## config.mk

```make
export PLATFORM = sky130hd
export DESIGN_NAME = axis_master_pkt_flat
export DESIGN_NICKNAME = d
export VERILOG_FILES = /design/src/rtl/axis_master_pkt_if.sv /design/src/rtl/axis_master_pkt.sv /design/src/flat_wrapper.sv
export SDC_FILE = /design/constraint.sdc
export NUM_CORES = 1
export LEC_CHECK = 0
export ABC_AREA = 1
export CAP_MARGIN = 20
export CORE_MARGIN = 8
export CORE_UTILIZATION = 59
export CTS_CLUSTER_DIAMETER = 40
export DETAILED_ROUTE_END_ITERATION = 8
export GPL_TIMING_DRIVEN = 0
export PLACE_DENSITY = 0.85
export SYNTH_ARGS = -nofsm -noshare
export SYNTH_HDL_FRONTEND = slang
export SYNTH_SLANG_ARGS = --single-unit
export TNS_END_PERCENT = 10
```

## constraint.sdc

```tcl
create_clock -name axi_aclk -period 5 [get_ports axi_aclk]
set_clock_uncertainty 0.1 [all_clocks]
set_input_delay 1 -clock axi_aclk [delete_from_list [all_inputs] [get_ports axi_aclk]]
set_output_delay 1 -clock axi_aclk [all_outputs]
set_load 0.05 [all_outputs]
```

## src/rtl/axis_master_pkt_if.sv

```systemverilog
// Bundles the backend push port and the AXI-Stream master bus of axis_master_pkt.
// Latency: none. This is wiring only.
// Backpressure: bk_ready and axis_tready carry the flow control in each direction.
interface axis_master_pkt_if #(
    parameter int DATA_W = 32,
    parameter int USER_W = 2,
    parameter int DEPTH  = 8
) ();
    localparam int STRB_W = DATA_W / 8;
    localparam int LVL_W  = $clog2(DEPTH) + 1;

    // Backend side
    logic              bk_valid;
    logic              bk_ready;
    logic [DATA_W-1:0] bk_data;
    logic [STRB_W-1:0] bk_tstrb;
    logic [STRB_W-1:0] bk_tkeep;
    logic [USER_W-1:0] bk_user;
    logic              bk_last;
    logic              bk_nordy;
    logic              bk_done;
    logic [LVL_W-1:0]  bk_level;

    // AXI-Stream side
    logic              axis_tvalid;
    logic [DATA_W-1:0] axis_tdata;
    logic [STRB_W-1:0] axis_tstrb;
    logic [STRB_W-1:0] axis_tkeep;
    logic              axis_tlast;
    logic [USER_W-1:0] axis_tuser;
    logic              axis_tready;

    // View taken by the block that owns the FIFO and drives the stream
    modport master (
        input  bk_valid, bk_data, bk_tstrb, bk_tkeep, bk_user, bk_last, axis_tready,
        output bk_ready, bk_nordy, bk_done, bk_level,
        output axis_tvalid, axis_tdata, axis_tstrb, axis_tkeep, axis_tlast, axis_tuser
    );

    // View taken by the surrounding logic: the backend plus the stream sink
    modport slave (
        output bk_valid, bk_data, bk_tstrb, bk_tkeep, bk_user, bk_last, axis_tready,
        input  bk_ready, bk_nordy, bk_done, bk_level,
        input  axis_tvalid, axis_tdata, axis_tstrb, axis_tkeep, axis_tlast, axis_tuser
    );
endinterface

```

## src/rtl/axis_master_pkt.sv

```systemverilog
// AXI-Stream packet master fed through an internal first-word-fall-through FIFO.
// Latency: 1 cycle from a backend push to axis_tvalid.
// Backpressure: bk_ready drops only when the FIFO is full; sink stalls raise bk_nordy.
module axis_master_pkt #(
    parameter int DATA_W      = 32,
    parameter int USER_W      = 2,
    parameter int DEPTH       = 8,
    parameter int PKT_LEN     = 0,
    parameter int RDY_TIMEOUT = 5
) (
    input  logic                 axi_aclk,
    input  logic                 axi_areset,
    axis_master_pkt_if.master    bus
);
    localparam int STRB_W = DATA_W / 8;
    localparam int PTR_W  = $clog2(DEPTH);
    localparam int LVL_W  = PTR_W + 1;

    typedef struct packed {
        logic [DATA_W-1:0] data;
        logic [STRB_W-1:0] strb;
        logic [STRB_W-1:0] keep;
        logic [USER_W-1:0] user;
        logic              last;
    } entry_t;

    typedef enum logic {
        IDLE,
        IN_PKT
    } state_t;

    entry_t            mem [DEPTH];
    logic [PTR_W-1:0]  wr_ptr;
    logic [PTR_W-1:0]  rd_ptr;
    logic [LVL_W-1:0]  level;
    logic [7:0]        stall_cnt;
    logic [7:0]        stall_nxt;
    state_t            state;
    logic              done_q;
    logic              nordy_q;
    logic              push;
    logic              pop;
    logic              last_tag;
    entry_t            head;
    entry_t            wr_entry;

    // Full blocks the write even if the head pops in the same cycle
    assign bus.bk_ready    = (level < LVL_W'(DEPTH)) && !axi_areset;
    assign push            = bus.bk_valid && bus.bk_ready;
    assign bus.axis_tvalid = (level != '0);
    assign pop             = bus.axis_tvalid && bus.axis_tready;
    assign head            = mem[rd_ptr];

    generate
        if (PKT_LEN == 0) begin : g_ext_last
            assign last_tag = bus.bk_last;
        end else begin : g_cnt_last
            localparam int CNT_W = $clog2(PKT_LEN + 1);
            logic [CNT_W-1:0] in_beat_cnt;

            assign last_tag = (in_beat_cnt == CNT_W'(PKT_LEN - 1));

            // Count pushed beats; the PKT_LEN-th beat is tagged last and the count restarts
            always_ff @(posedge axi_aclk) begin
                if (axi_areset) begin
                    in_beat_cnt <= '0;
                end else if (push) begin
                    in_beat_cnt <= last_tag ? '0 : in_beat_cnt + CNT_W'(1);
                end
            end
        end
    endgenerate

    assign wr_entry = '{data: bus.bk_data, strb: bus.bk_tstrb, keep: bus.bk_tkeep,
                        user: bus.bk_user, last: last_tag};

    // Payload storage; contents are meaningless once the pointers are reset
    always_ff @(posedge axi_aclk) begin
        if (push) begin
            mem[wr_ptr] <= wr_entry;
        end
    end

    // Pointers and occupancy; simultaneous push and pop leave the level unchanged
    always_ff @(posedge axi_aclk) begin
        if (axi_areset) begin
            wr_ptr <= '0;
            rd_ptr <= '0;
            level  <= '0;
        end else begin
            if (push) wr_ptr <= wr_ptr + PTR_W'(1);
            if (pop)  rd_ptr <= rd_ptr + PTR_W'(1);
            case ({push, pop})
                2'b10:   level <= level + LVL_W'(1);
                2'b01:   level <= level - LVL_W'(1);
                default: level <= level;
            endcase
        end
    end

    // Next stall count: grows while the sink holds off a valid beat, saturating at 255
    always_comb begin
        stall_nxt = 8'd0;
        if (bus.axis_tvalid && !bus.axis_tready) begin
            stall_nxt = (stall_cnt == 8'hFF) ? 8'hFF : stall_cnt + 8'd1;
        end
    end

    // Stall counter and its registered timeout flag
    always_ff @(posedge axi_aclk) begin
        if (axi_areset) begin
            stall_cnt <= 8'd0;
            nordy_q   <= 1'b0;
        end else begin
            stall_cnt <= stall_nxt;
            nordy_q   <= (stall_nxt >= 8'(RDY_TIMEOUT));
        end
    end

    // Packet tracker; every tlast pop gives a one-cycle done pulse on the next cycle
    always_ff @(posedge axi_aclk) begin
        if (axi_areset) begin
            state  <= IDLE;
            done_q <= 1'b0;
        end else begin
            done_q <= pop && head.last;
            case (state)
                IDLE:    if (pop && !head.last) state <= IN_PKT;
                IN_PKT:  if (pop && head.last)  state <= IDLE;
                default: state <= IDLE;
            endcase
        end
    end

    assign bus.axis_tdata = head.data;
    assign bus.axis_tstrb = head.strb;
    assign bus.axis_tkeep = head.keep;
    assign bus.axis_tuser = head.user;
    assign bus.axis_tlast = bus.axis_tvalid && head.last;
    assign bus.bk_done    = done_q;
    assign bus.bk_nordy   = nordy_q;
    assign bus.bk_level   = level;
endmodule

```

## src/flat_wrapper.sv

```systemverilog
// flat-port wrapper written by rule: the top's interface ports become plain ports
module axis_master_pkt_flat 
#(
    parameter int DATA_W      = 32,
    parameter int USER_W      = 2,
    parameter int DEPTH       = 8,
    parameter int PKT_LEN     = 0,
    parameter int RDY_TIMEOUT = 5
)
  (axi_aclk, axi_areset, bus_bk_valid, bus_bk_data, bus_bk_tstrb, bus_bk_tkeep, bus_bk_user, bus_bk_last, bus_axis_tready, bus_bk_ready, bus_bk_nordy, bus_bk_done, bus_bk_level, bus_axis_tvalid, bus_axis_tdata, bus_axis_tstrb, bus_axis_tkeep, bus_axis_tlast, bus_axis_tuser);
  axis_master_pkt_if #(.DATA_W(DATA_W), .USER_W(USER_W), .DEPTH(DEPTH)) bus_i ();
  input  logic axi_aclk;
  input  logic axi_areset;
  input wire logic [$bits(bus_i.bk_valid)-1:0] bus_bk_valid;
  input wire logic [$bits(bus_i.bk_data)-1:0] bus_bk_data;
  input wire logic [$bits(bus_i.bk_tstrb)-1:0] bus_bk_tstrb;
  input wire logic [$bits(bus_i.bk_tkeep)-1:0] bus_bk_tkeep;
  input wire logic [$bits(bus_i.bk_user)-1:0] bus_bk_user;
  input wire logic [$bits(bus_i.bk_last)-1:0] bus_bk_last;
  input wire logic [$bits(bus_i.axis_tready)-1:0] bus_axis_tready;
  output wire logic [$bits(bus_i.bk_ready)-1:0] bus_bk_ready;
  output wire logic [$bits(bus_i.bk_nordy)-1:0] bus_bk_nordy;
  output wire logic [$bits(bus_i.bk_done)-1:0] bus_bk_done;
  output wire logic [$bits(bus_i.bk_level)-1:0] bus_bk_level;
  output wire logic [$bits(bus_i.axis_tvalid)-1:0] bus_axis_tvalid;
  output wire logic [$bits(bus_i.axis_tdata)-1:0] bus_axis_tdata;
  output wire logic [$bits(bus_i.axis_tstrb)-1:0] bus_axis_tstrb;
  output wire logic [$bits(bus_i.axis_tkeep)-1:0] bus_axis_tkeep;
  output wire logic [$bits(bus_i.axis_tlast)-1:0] bus_axis_tlast;
  output wire logic [$bits(bus_i.axis_tuser)-1:0] bus_axis_tuser;
  assign bus_i.bk_valid = bus_bk_valid;
  assign bus_i.bk_data = bus_bk_data;
  assign bus_i.bk_tstrb = bus_bk_tstrb;
  assign bus_i.bk_tkeep = bus_bk_tkeep;
  assign bus_i.bk_user = bus_bk_user;
  assign bus_i.bk_last = bus_bk_last;
  assign bus_i.axis_tready = bus_axis_tready;
  assign bus_bk_ready = bus_i.bk_ready;
  assign bus_bk_nordy = bus_i.bk_nordy;
  assign bus_bk_done = bus_i.bk_done;
  assign bus_bk_level = bus_i.bk_level;
  assign bus_axis_tvalid = bus_i.axis_tvalid;
  assign bus_axis_tdata = bus_i.axis_tdata;
  assign bus_axis_tstrb = bus_i.axis_tstrb;
  assign bus_axis_tkeep = bus_i.axis_tkeep;
  assign bus_axis_tlast = bus_i.axis_tlast;
  assign bus_axis_tuser = bus_i.axis_tuser;
  axis_master_pkt #(.DATA_W(DATA_W), .USER_W(USER_W), .DEPTH(DEPTH), .PKT_LEN(PKT_LEN), .RDY_TIMEOUT(RDY_TIMEOUT)) u_core (.axi_aclk(axi_aclk), .axi_areset(axi_areset), .bus(bus_i));
endmodule
```

==> reports/qor.yml <==
route:
  dr_total_vias: 9847
  vias_per_cell: 6.00
  drtIter0Drc: 1143
  drc: 0
  postRouteAntennaNets: 0
  drt_first_pass_iters: 5
  detail_route.wirelength_microns: 35200
  drt-wirelength-per-cell_microns: 21.4
placed_design:
  place_inst: 1570
  place.detailed.hpwl_microns: 21800
  port_buffers: 97
  gp_congestion: 0.785
  placed_area_sq_um: 16200
timing:
  fmaxAchievable_mhz: 235
  maxSlewHeadroom_pct: 34.6
  final.hold.worst_slack_ns: 0.407
  timing.final.setup_violations: 0
  finalHoldViolations: 0
  setup_total_negative_slack_ns: 0
  min_period_ns: 4.25
  tightestPinTransition_ns: 0.978
  post-route-period-util_pct: 85.1
  slew_viol_final: 0
  grt_setup_unrepaired: "no"
clock_tree:
  insertion_delay_ns: 0.52
  clock_tree_from_tritoncts: "done"
  clk_path_buf_depth: 3
  clock_transition_at_path_regs_ns: 0.06
  postCtsSetupRepairBufs: 0
  h_tree_depth: 2
  cts_buffers: 40
  numClockSinks: 367
  ctsResizeCount: 0
  clock_tree_root_driver_cell: "sky130_fd_sc_hd__clkbuf_16"
  cts-hold-fix-buffers: 0
finish:
  diodes: 0
  register_area_sq_um: 10800
  finish.instance_area_sq_um: 17500
  most-common-layout-cells: "344 x sky130_fd_sc_hd__edfxtp_1, 281 x sky130_fd_sc_hd__nor2_1, 167 x sky130_fd_sc_hd__nand2_1"
  fillCellCount: 1492
  drive_above_1_share_pct: 8.66
  syn_to_final_growth_pct: 20.4
  final-instance-count-excl-fill: 1640
  final_common_cell: "sky130_fd_sc_hd__edfxtp_1"
  nets_finish: 1342
  multi_input_area_sq_um: 3290
grt:
  total_congestion_overflow_after_global_routing: 0
  globalRouteTotalUtil_pct: 23.0
  via_count_of_the_first_global_routing_pass: 10334
  maximum_number_of_pins_on_one_net_before_global_route_repair: 30
  grt_first_pass_wirelength_microns: 54700
  initial_antenna_violation_count: 0
synthesis:
  synth_sequential_area_ratio_pct: 74.4
  synth_top_cells_by_area: "sky130_fd_sc_hd__edfxtp_1 71%, sky130_fd_sc_hd__nor2_1 7.5%, sky130_fd_sc_hd__o32ai_1 5.1%"
  syn_area_sq_um: 14500
  synth-seq-cells: 367
  synthDominantAreaCellType: "sky130_fd_sc_hd__edfxtp_1"
  post-synth-top-area-fraction_pct: 71.2
  yosysWarningCount: 0
  syn-instance-count: 1140
  avgSynthCellArea_sq_um: 12.7
  synth.lib_cells_used.distinct: 27
  synth.net_count: 1194
critical_path:
  critical_path_class: "reg2out"
  timing.critical_path.arrival_ns: 3.15
  worst_setup_path_end_kind: "primary output"
  crit_required_ns: 3.90
  critPathMaxFanout: 10
  critPathLaunchType: "flip-flop"
floorplan:
  die_area_sq_um: 29900
  rows: 57
  chipWidth_microns: 173
  io-pin-count: 98
  floorplan.core_area_sq_um: 24200
  initial_cell_density_of_the_core_pct: 59.8
  die_h_microns: 173
power:
  ir_worst_vdd_mv: 0.373
  areal_power_density_over_the_cells_nw_per_um2: 549
  leakage_uw: 0.00600
min_path:
  min-delay-path-class: "reg2reg"
flow_run:
  max_cap_violations: 0
outcome:
  status: "finished clean"
## cells by family (layout without fill, tap and decap cells)
logic type,count (synthesis),in the layout,synth area share [%]
flops,367,367,74.4
buf+inv,95,271,3.33
fa+ha+maj,7,7,0.656
simple gates,474,474,12.5
compound gates,193,193,8.89
xor+xnor,4,4,0.242
## final timing paths
kind                                        from                             to  slack, ns  depth (start not counted)
max                                    flip-flop              bus_axis_tuser[0]       0.75                          8
min reg2reg        u_core.rd_ptr[1]$_SDFFE_PP0P_  u_core.rd_ptr[1]$_SDFFE_PP0P_       0.41                          2
max reg2reg  u_core.bus.bk_level[3]$_SDFFE_PP0P_    u_core.mem[0][17]$_DFFE_PP_       2.45                          4
min                u_core.rd_ptr[1]$_SDFFE_PP0P_  u_core.rd_ptr[1]$_SDFFE_PP0P_       0.41                          2
## power by group
| part | switching [uW] | leakage (uW) | internal (uW) |
|---|---|---|---|
| clock network | 1160 | 0.000633 | 1770 |
| registers | 53.1 | 0.00329 | 3480 |
| logic | 2140 | 0.00208 | 982 |
## cell type report
cell class | count | share of cell area, %
sequential | 367 | 61.8
multi-input combinational | 678 | 18.8
timing repair buffer | 106 | 6.81
clock buffer | 49 | 6.05
tap | 324 | 2.32
buffer | 67 | 2.15
clock inverter | 21 | 1.43
inverter | 28 | 0.616
## cell usage after synthesis
| cell type | instances |
|---|---|
| sky130_fd_sc_hd__inv_1 | 26 |
| sky130_fd_sc_hd__clkinv_1 | 1 |
| sky130_fd_sc_hd__buf_2 | 27 |
| sky130_fd_sc_hd__buf_4 | 5 |
| sky130_fd_sc_hd__o211ai_1 | 1 |
| sky130_fd_sc_hd__o21ai_0 | 91 |
| sky130_fd_sc_hd__buf_1 | 4 |
| sky130_fd_sc_hd__a211oi_1 | 2 |
| sky130_fd_sc_hd__o21ai_1 | 4 |
| sky130_fd_sc_hd__inv_4 | 1 |
| sky130_fd_sc_hd__nor3b_1 | 2 |
| sky130_fd_sc_hd__xnor2_1 | 4 |
| sky130_fd_sc_hd__a21oi_1 | 11 |
| sky130_fd_sc_hd__nand3_1 | 10 |
| sky130_fd_sc_hd__nor2_1 | 289 |
| sky130_fd_sc_hd__fa_1 | 1 |
| sky130_fd_sc_hd__ha_1 | 6 |
| sky130_fd_sc_hd__buf_8 | 1 |
| sky130_fd_sc_hd__nand2_1 | 167 |
| sky130_fd_sc_hd__buf_6 | 8 |
| sky130_fd_sc_hd__nor3_1 | 4 |
| sky130_fd_sc_hd__dfxtp_1 | 23 |
| sky130_fd_sc_hd__nand4_1 | 1 |
| sky130_fd_sc_hd__edfxtp_1 | 344 |
| sky130_fd_sc_hd__or2_1 | 1 |
| sky130_fd_sc_hd__o32ai_1 | 84 |
| sky130_fd_sc_hd__clkbuf_1 | 22 |
## stage by stage
step                worst slack [ns]  util (%)  total power, uW
floorplan                      0.406         -             5620
global placement              -0.923      65.5             6570
detailed placement              1.33      66.6             6660
CTS                            0.757      72.0             9570
global route                   0.599      72.0             9920
finish                         0.746      72.0             9590
## metal layers
layer	vias up	part of all wire [%]	global-route usage (%)
met5	-	0	0
met1	4749	38	28.0
met4	0	3.1	10.6
met2	576	50	39.1
met3	103	9.4	4.68
li1	4419	-	-
## registers in the layout, indices dropped and copies added, names as in the netlist, named ones only
signal,cells
u_core.stall_cnt,8
u_core.bus.bk_done,1
u_core.bus.bk_nordy,1
u_core.wr_ptr,3
u_core.rd_ptr,3
u_core.mem,344
u_core.bus.bk_level,4
## worst max-delay path: stages, from the launching register on
cell,delay (ns)
sky130_fd_sc_hd__dfxtp_1,0.30
sky130_fd_sc_hd__buf_2,0.33
sky130_fd_sc_hd__buf_2,0.30
sky130_fd_sc_hd__buf_2,0.30
sky130_fd_sc_hd__o21ai_0,0.13
sky130_fd_sc_hd__o32ai_1,0.18
sky130_fd_sc_hd__nand2_1,0.11
sky130_fd_sc_hd__nand2_1,0.15
sky130_fd_sc_hd__clkdlybuf4s50_1,0.83
No activity file was read; power rests on OpenSTA's default activity.
